===== src/rtl/lsu_split.sv =====
// Load/store unit front end: splits misaligned half/word accesses into
// aligned word reads or byte writes toward a single-ported data memory.
//
// state  | meaning
// IDLE   | waiting for a request (req_ready high once out of reset)
// ISSUE0 | drive first read (aligned access, or low word of a split load)
// ISSUE1 | capture low word, drive read of the following word
// CAP1   | capture last read word into rsp_rdata
// WR     | one store cycle (full store, or one byte of a split store)
// RSP    | one-cycle completion pulse
module lsu_split (
  input  logic        clk,
  input  logic        rst_n,
  input  logic        req_valid,
  output logic        req_ready,
  input  logic [31:0] req_addr,
  input  logic [31:0] req_wdata,
  input  logic [2:0]  req_memop,
  input  logic        req_we,
  output logic        rsp_valid,
  output logic [31:0] rsp_rdata,
  output logic        rsp_err,
  output logic [31:0] mem_addr,
  output logic [31:0] mem_datain,
  output logic [2:0]  mem_memop,
  output logic        mem_we,
  input  logic [31:0] mem_dataout,
  output logic [15:0] mis_cnt
);

  typedef enum logic [2:0] {IDLE, ISSUE0, ISSUE1, CAP1, WR, RSP} state_t;

  state_t      state_q, state_d;
  logic        init_q;
  logic [31:0] addr_q;
  logic [31:0] wdata_q;
  logic [2:0]  memop_q;
  logic        mis_q;
  logic [1:0]  idx_q;
  logic [31:0] word0_q;
  logic [31:0] rsp_rdata_q;
  logic        rsp_err_q;
  logic [15:0] mis_cnt_q;

  logic        accept;
  logic        req_illegal;
  logic        req_mis;
  logic [1:0]  last_idx;
  logic [31:0] merged;
  logic [31:0] load_val;
  logic [7:0]  wbyte;
  logic [31:0] word_base;

  assign req_ready = init_q && (state_q == IDLE);
  assign accept    = req_valid && req_ready;

  assign req_illegal = (req_memop == 3'b011) || (req_memop == 3'b110) ||
                       (req_memop == 3'b111) || (req_we && (req_memop[1:0] == 2'b11));
  assign req_mis     = ((req_memop[1:0] == 2'b01) && (req_addr[1:0] == 2'b11)) ||
                       ((req_memop[1:0] == 2'b10) && (req_addr[1:0] != 2'b00));

  // Split stores: two bytes for a halfword, four for a word.
  assign last_idx  = (memop_q[1:0] == 2'b01) ? 2'd1 : 2'd3;
  assign word_base = {addr_q[31:2], 2'b00};
  assign wbyte     = 8'(wdata_q >> {idx_q, 3'b000});
  assign merged    = 32'({mem_dataout, word0_q} >> {addr_q[1:0], 3'b000});
  assign load_val  = (memop_q[1:0] == 2'b10) ? merged :
                     {{16{~memop_q[2] & merged[15]}}, merged[15:0]};

  assign rsp_valid = (state_q == RSP);
  assign rsp_rdata = rsp_rdata_q;
  assign rsp_err   = rsp_err_q;
  assign mis_cnt   = mis_cnt_q;

  always_ff @(posedge clk or negedge rst_n) begin
    if (!rst_n) begin
      state_q     <= IDLE;
      init_q      <= 1'b0;
      addr_q      <= '0;
      wdata_q     <= '0;
      memop_q     <= 3'b010;
      mis_q       <= 1'b0;
      idx_q       <= '0;
      word0_q     <= '0;
      rsp_rdata_q <= '0;
      rsp_err_q   <= 1'b0;
      mis_cnt_q   <= '0;
    end else begin
      state_q <= state_d;
      init_q  <= 1'b1;
      if (accept) begin
        addr_q    <= req_addr;
        wdata_q   <= req_wdata;
        memop_q   <= req_memop;
        mis_q     <= req_mis && !req_illegal;
        idx_q     <= '0;
        rsp_err_q <= req_illegal;
        if (req_mis && !req_illegal && (mis_cnt_q != 16'hFFFF))
          mis_cnt_q <= mis_cnt_q + 16'd1;
      end
      if (state_q == WR)
        idx_q <= idx_q + 2'd1;
      if (state_q == ISSUE1)
        word0_q <= mem_dataout;
      if (state_q == CAP1)
        rsp_rdata_q <= mis_q ? load_val : mem_dataout;
    end
  end

  always_comb begin
    state_d    = state_q;
    mem_we     = 1'b0;
    mem_addr   = '0;
    mem_memop  = 3'b010;
    mem_datain = '0;
    case (state_q)
      IDLE: begin
        if (accept) begin
          if (req_illegal)  state_d = RSP;
          else if (req_we)  state_d = WR;
          else              state_d = ISSUE0;
        end
      end
      ISSUE0: begin
        if (mis_q) begin
          mem_addr = word_base;
          state_d  = ISSUE1;
        end else begin
          mem_addr  = addr_q;
          mem_memop = memop_q;
          state_d   = CAP1;
        end
      end
      ISSUE1: begin
        mem_addr = word_base + 32'd4;
        state_d  = CAP1;
      end
      CAP1: state_d = RSP;
      WR: begin
        mem_we = 1'b1;
        if (mis_q) begin
          mem_addr   = addr_q + {30'd0, idx_q};
          mem_memop  = 3'b000;
          mem_datain = {24'd0, wbyte};
          state_d    = (idx_q == last_idx) ? RSP : WR;
        end else begin
          mem_addr   = addr_q;
          mem_memop  = {1'b0, memop_q[1:0]};
          mem_datain = wdata_q;
          state_d    = RSP;
        end
      end
      RSP:     state_d = IDLE;
      default: state_d = IDLE;
    endcase
  end

endmodule


===== config.mk =====
export PLATFORM = sky130hd
export DESIGN_NAME = lsu_split
export DESIGN_NICKNAME = d
export VERILOG_FILES = /design/src/rtl/lsu_split.sv
export SDC_FILE = /design/constraint.sdc
export NUM_CORES = 1
export LEC_CHECK = 0
export ABC_AREA = 1
export ABC_CLOCK_PERIOD_IN_PS = 2760
export CORE_MARGIN = 10
export CORE_UTILIZATION = 28
export DETAILED_ROUTE_END_ITERATION = 6
export HOLD_SLACK_MARGIN = 0.02
export PLACE_DENSITY_LB_ADDON = 0.25
export SLEW_MARGIN = 20
export SYNTH_ARGS = -nofsm -noshare
export SYNTH_HDL_FRONTEND = slang
export SYNTH_SLANG_ARGS = --single-unit

===== constraint.sdc =====
create_clock -name clk -period 2.76 [get_ports clk]
set_input_delay 0.69 -clock clk [delete_from_list [all_inputs] [get_ports clk]]
set_output_delay 0.69 -clock clk [all_outputs]
set_load 0.1 [all_outputs]

Word-level counts from Yosys, hierarchy flattened
Index checks and enable logic that the tools add are counted.
{"block": "totals", "regBits": 155, "input_bits": 103, "output_inout_bits": 119, "elab_cells": 73}
{"block": "op_classes", "add_sub_neg": 4, "eq_ne": 17, "n_shift": 2, "muxes": 21, "bitwise_logic": 2, "n_reduce_logical": 16}
{"operator": "2-to-1 mux 32 bit", "count": 5}
{"operator": "case mux 32 bit (3 select lines)", "count": 1}
{"operator": ">> shifter 64 x 5 -> 32 bit", "count": 1}
{"operator": "adder 32 x 2 -> 32 bit", "count": 1}
{"operator": "adder 32 x 3 -> 32 bit (second input constant)", "count": 1}
{"operator": ">> shifter 32 x 5 -> 8 bit", "count": 1}
{"operator": "adder 16 x 1 -> 16 bit (second input constant)", "count": 1}
{"operator": "!= test 16 bit (second input constant)", "count": 1}
{"operator": "case mux 3 bit (5 select lines)", "count": 1}
{"operator": "== test 3 bit (second input constant)", "count": 4}
{"operator": "2-to-1 mux 3 bit", "count": 4}
{"operator": "2-to-1 mux 2 bit", "count": 5}
{"operator": "== test 3 x 2 -> 1 bit (second input constant)", "count": 3}
{"operator": "== test 2 bit (second input constant)", "count": 4}
{"operator": "logical AND 1 bit", "count": 7}
{"operator": "case mux 3 bit (2 select lines)", "count": 1}
{"operator": "== test 2 x 1 -> 1 bit (second input constant)", "count": 2}
{"operator": "logical OR 1 bit", "count": 4}
{"operator": "2-to-1 mux 1 bit", "count": 4}
{"operator": "nonzero test 2 bit", "count": 2}
{"operator": "== test 3 x 1 -> 1 bit (second input constant)", "count": 1}
{"operator": "logical NOT 3 bit", "count": 1}
{"operator": "adder 2 x 1 -> 2 bit (second input constant)", "count": 1}
{"operator": "== test 2 bit", "count": 1}
{"operator": "other kinds (5)", "count": 5}

Depth between registers and ports, before layout
{"block": "depth", "depth_word": 8, "mapped_depth": 11, "mapped_depth_nobuf": 11}

Least setup slack after synthesis
OpenSTA, ideal clock, no wires.
{"block": "synth_timing", "path_type": "reg2out", "start": "register idx_q[0]", "end": "output mem_datain[7]", "arrival_time_ns": 3.325, "required_ns": 2.070, "setup_slack_ns": -1.255, "stages_incl_launch_ff": 7, "path_buffers": 2, "cell_sequence": "dfrtp_1 clkbuf_1 buf_1 nand2_1 nand3_1 a21oi_1 a211oi_1"}
{"block": "synth_between", "elab_chain_len": 3}
{"element": "from (decl)", "line_no": "39", "source": "logic [1:0] idx_q;"}
{"element": "from (signal assigned)", "line_no": "102", "source": "idx_q <= idx_q + 2'd1;"}
{"element": ">> shifter 32 x 5 -> 8 bit", "line_no": "65", "source": "assign wbyte = 8'(wdata_q >> {idx_q, 3'b000});"}
{"element": "2-to-1 mux 32 bit", "line_no": "141", "source": "if (mis_q) begin"}
{"element": "2-to-1 mux 32 bit", "line_no": "116", "source": "case (state_q)"}
{"element": "to (decl)", "line_no": "24", "source": "output logic [31:0] mem_datain,"}
No other way between the ends.

Worst setup path after layout
{"block": "layout_timing", "start": "register idx_q[0]", "end": "output mem_addr[4]"}
{"block": "layout_between", "elab_chain_len": 3}
{"element": "adder 32 x 2 -> 32 bit", "line_no": "142", "source": "mem_addr = addr_q + {30'd0, idx_q};"}
{"element": "2-to-1 mux 32 bit", "line_no": "141"}
{"element": "case mux 32 bit (3 select lines)", "line_no": "116"}
{"element": "to (decl)", "line_no": "23", "source": "output logic [31:0] mem_addr,"}
No other way between the ends.

==> metrics.json <==
{
  "run_status": {
    "status": "finished with violations",
    "violated_checks": "setup timing"
  },
  "grt": {
    "all_layer_gr_usage": 0.188,
    "global_route.overflow_total": 0,
    "grt_antenna_before_repair": 7,
    "grt_first_pass_wirelength_um": 61700,
    "largest_net_degree_at_the_start_of_global_routing": 105,
    "number_of_global_route_vias_before_repair": 10400
  },
  "power": {
    "max-vdd-ir-drop_uv": 914,
    "power.static_leakage_nw": 6.72,
    "pwr_density_cell_nw_per_um2": 1360,
    "cellInternalPower_w": 0.00903,
    "p_sw_frac": 0.562,
    "portion_of_total_power_attributed_to_sequential_cells": 0.201,
    "netSwitchingPower_w": 0.0116,
    "total_power_w": 0.0206,
    "combPwrFrac": 0.678,
    "power.clock.fraction": 0.120
  },
  "sta": {
    "max_freq_mhz": 341,
    "finalHoldViolCount": 0,
    "layout_worst_path_cycle_share": 1.06,
    "min_period_ns": 2.94,
    "rsz0062_at_grt": "yes",
    "report.final.slew_viol_count": 0,
    "fin_ws_ns": -0.177,
    "setup-violations-final": 29,
    "worst_slew_pin_slew_ns": 0.738,
    "worst_slew_margin_rel": 0.508,
    "skew_ns": 0.0177
  },
  "route": {
    "num_vias": 10700,
    "drt-vias-per-instance": 4.87,
    "drt-wirelength-per-cell_um": 18.3,
    "drt_wl_total_um": 40300,
    "drt.antenna.violating_nets": 0,
    "detail_route.iter0.violations": 925,
    "drt_pass1_iterations": 5,
    "drc": 0
  },
  "critical_path": {
    "critical_path.max_stage_delay_ns": 0.39,
    "critical_path.n_buffers_inverters": 3,
    "cp_slowest_cell": "dfrtp_1",
    "timing.setup.critical_path_class": "register to output pin",
    "cp_top_family": "adder cells",
    "crit_fanout": 4,
    "critical-path-top-cell-by-count": "nand2_4",
    "worstPathRequired_ns": 2.07,
    "critPathArrivalTime_ns": 2.25,
    "worstSetupStartpointType": "register",
    "ordered_cell_list_for_the_critical_path": "ha_2 > fa_2 > nand2_4 > inv_8 > buf_4 > nand2_4 > a21oi_2 > o21ai_1 > o211ai_1 > clkbuf_16",
    "critPathCaptureType": "output pin"
  },
  "logic_synthesis": {
    "synthesis.area_um2": 9710,
    "synth_top_flop_cell": "dfrtp_1",
    "postSynthNetCount": 1573,
    "synth.yosys.warnings": 0,
    "post_synthesis_sequential_area_ratio": 0.400,
    "largest_cells_by_area_after_synthesis": "dfrtp_1 40%, nand2_1 20%, nand3_1 7.3%",
    "syn_avg_cell_area_um2": 6.63,
    "async_set_or_reset_flop_fraction_in_the_synthesized_netlist": 1.00,
    "yosys_top_cell_by_area": "dfrtp_1",
    "number_of_enable_flip_flop_cells_after_synthesis": 0,
    "synth.lib_cells_used.distinct": 38,
    "synthesis.instances": 1465,
    "ys_seq_elements": 155,
    "synth_top_cell_area_share": 0.397
  },
  "placement": {
    "gp_congestion": 0.950,
    "numPortBuffers": 221,
    "dpl_worst_slack_ns": -0.00129,
    "dpl-instance-area_um2": 13500,
    "place_hpwl_um": 30000
  },
  "cts": {
    "cts.sink_count": 155,
    "ctsRootBufferMaster": "clkbuf_16",
    "inserted_clock_buffers": 17,
    "clock_path_buffers": 2,
    "worst_setup_hold_path_clk_slew_ns": 0.07,
    "tritoncts": "yes",
    "cts.htree.levels": 4,
    "cts_hold_buf": 0,
    "clk-insertion-delay-late_ns": 0.44
  },
  "finish": {
    "final_area_um2": 15200,
    "multiInputGateArea_um2": 5900,
    "seq_area_um2": 3890,
    "most_used_cells_in_the_layout_excluding_fill_and_tap_cells": "480 x nand2_1, 143 x dfrtp_1, 123 x buf_4, 120 x o21ai_0, 116 x inv_1",
    "area_growth_pct": 56.4,
    "layout-drive-gt1-share": 0.255,
    "final_nets": 1839,
    "leading_cell_type_in_the_layout_fill_and_taps_excluded": "nand2_1",
    "num-fill-cells": 3489
  },
  "die": {
    "full_die_area_um2": 42500,
    "die-height_um": 206,
    "floorplan.rows": 68,
    "top_level_port_count": 222,
    "core_um2": 34400,
    "die_w_um": 206,
    "initial_cell_density_of_the_core": 0.282
  },
  "job": {
    "timing.max_cap.violations": 0
  },
  "worst_hold_path": {
    "hp-class": "input port to async pin"
  }
}
-- kinds of logic after synthesis --
kind of cell | Yosys count | share of synthesized area
fa+ha+maj | 5 | 0.00722
buf+inv | 205 | 0.0835
simple gates | 831 | 0.355
xor+xnor | 13 | 0.0117
other cells | 1 | 0.000386
compound gates | 255 | 0.142
flops | 155 | 0.400
-- synthesized netlist by cell type (12+ instances only) --
cell      instances
nand2_1         513
dfrtp_1         154
nand3_1         142
o21ai_0         133
nor2_1          124
inv_1           122
a21oi_1          78
clkbuf_1         40
o211ai_1         22
buf_2            18
nand4_1          14
or2_2            12
-- power by group through the flow --
stage | clock network (W) | registers, W | logic [W]
6_report | 0.00248 | 0.00415 | 0.0140
5_1_grt | 0.00264 | 0.00427 | 0.0149
4_1_cts | 0.00256 | 0.00413 | 0.0136
3_5_place_dp | 0 | 0.00414 | 0.0131
3_3_place_gp | 0 | 0.00412 | 0.0130
2_1_floorplan | 0 | 0.00566 | 0.00712
-- worst register-to-register path, cell delays in order (launching register included) --
cell	delay [ns]
dfrtp_1	0.35
buf_4	0.46
inv_2	0.14
buf_4	0.28
nand2_1	0.11
nand2_1	0.07
o21ai_1	0.16
nor2_1	0.06
nand2_1	0.05
buf_4	0.21
nand3_1	0.13
nand2_1	0.10
nand2_1	0.06
-- final timing paths --
check | startpoint | endpoint | slack, ns | depth (start not counted)
worst min-delay path | rst_n | addr_q[23] | 0.26 | 1
worst max register to register | addr_q[0] | rsp_rdata[30] | 0.47 | 12
min in group clk | rsp_rdata[29] | rsp_rdata[29] | 0.48 | 2
worst min register to register | rsp_rdata[29] | rsp_rdata[29] | 0.48 | 2
max in group asynchronous | rst_n | rsp_rdata[29] | 1.74 | 2
worst max-delay path | idx_q[0] | mem_addr[4] | -0.18 | 10
-- routing by layer --
layer	wire length (um)	GRT usage	up-vias
li1	-	-	5262
met4	1140	0.0667	4
met1	17700	0.246	5072
met3	2850	0.0494	59
met2	18600	0.293	340
met5	26	0	-
-- repair_timing --
action / in CTS / in global routing
gates cloned: 1 / 1
setup endpoints to repair: 49 / 44
setup buffers: 19 / 20
pin swaps: 31 / 26
hold endpoints to repair: 0 / 0
gates resized for setup: 119 / 96
-- final cells by class --
class,count,share of cell area
Inverter,133,0.0349
Multi-Input combinational cell,1105,0.388
Clock buffer,23,0.0302
Tap cell,455,0.0375
Antenna cell,4,0.000659
Timing Repair inverter,1,0.000494
Timing Repair Buffer,318,0.242
Sequential cell,155,0.256
Clock inverter,9,0.00914
-- registers in the layout (all words and copies together) (netlist names) --
| signal | flops |
|---|---|
| idx_q | 2 |
| state_q | 3 |
| memop_q | 3 |
| rsp_rdata | 32 |
| mis_cnt | 16 |
| word0_q | 32 |
| init_q | 1 |
| mis_q | 1 |
| rsp_err | 1 |
| addr_q | 32 |
| wdata_q | 32 |
-- per-stage QoR --
stage / util / setup TNS [ns] / hold WS, ns / instances
2_1_floorplan: - / -7.53 / 0.394 / 1465
6_report: 0.442 / -3.10 / 0.255 / 2203
3_3_place_gp: 0.394 / 0 / 0.465 / 2130
3_5_place_dp: 0.394 / -0.00321 / 0.469 / 2130
4_1_cts: 0.428 / -4.48 / 0.281 / 2181
5_1_grt: 0.442 / -7.44 / 0.302 / 2201
Note: power is estimated with default switching activity, not from simulation.
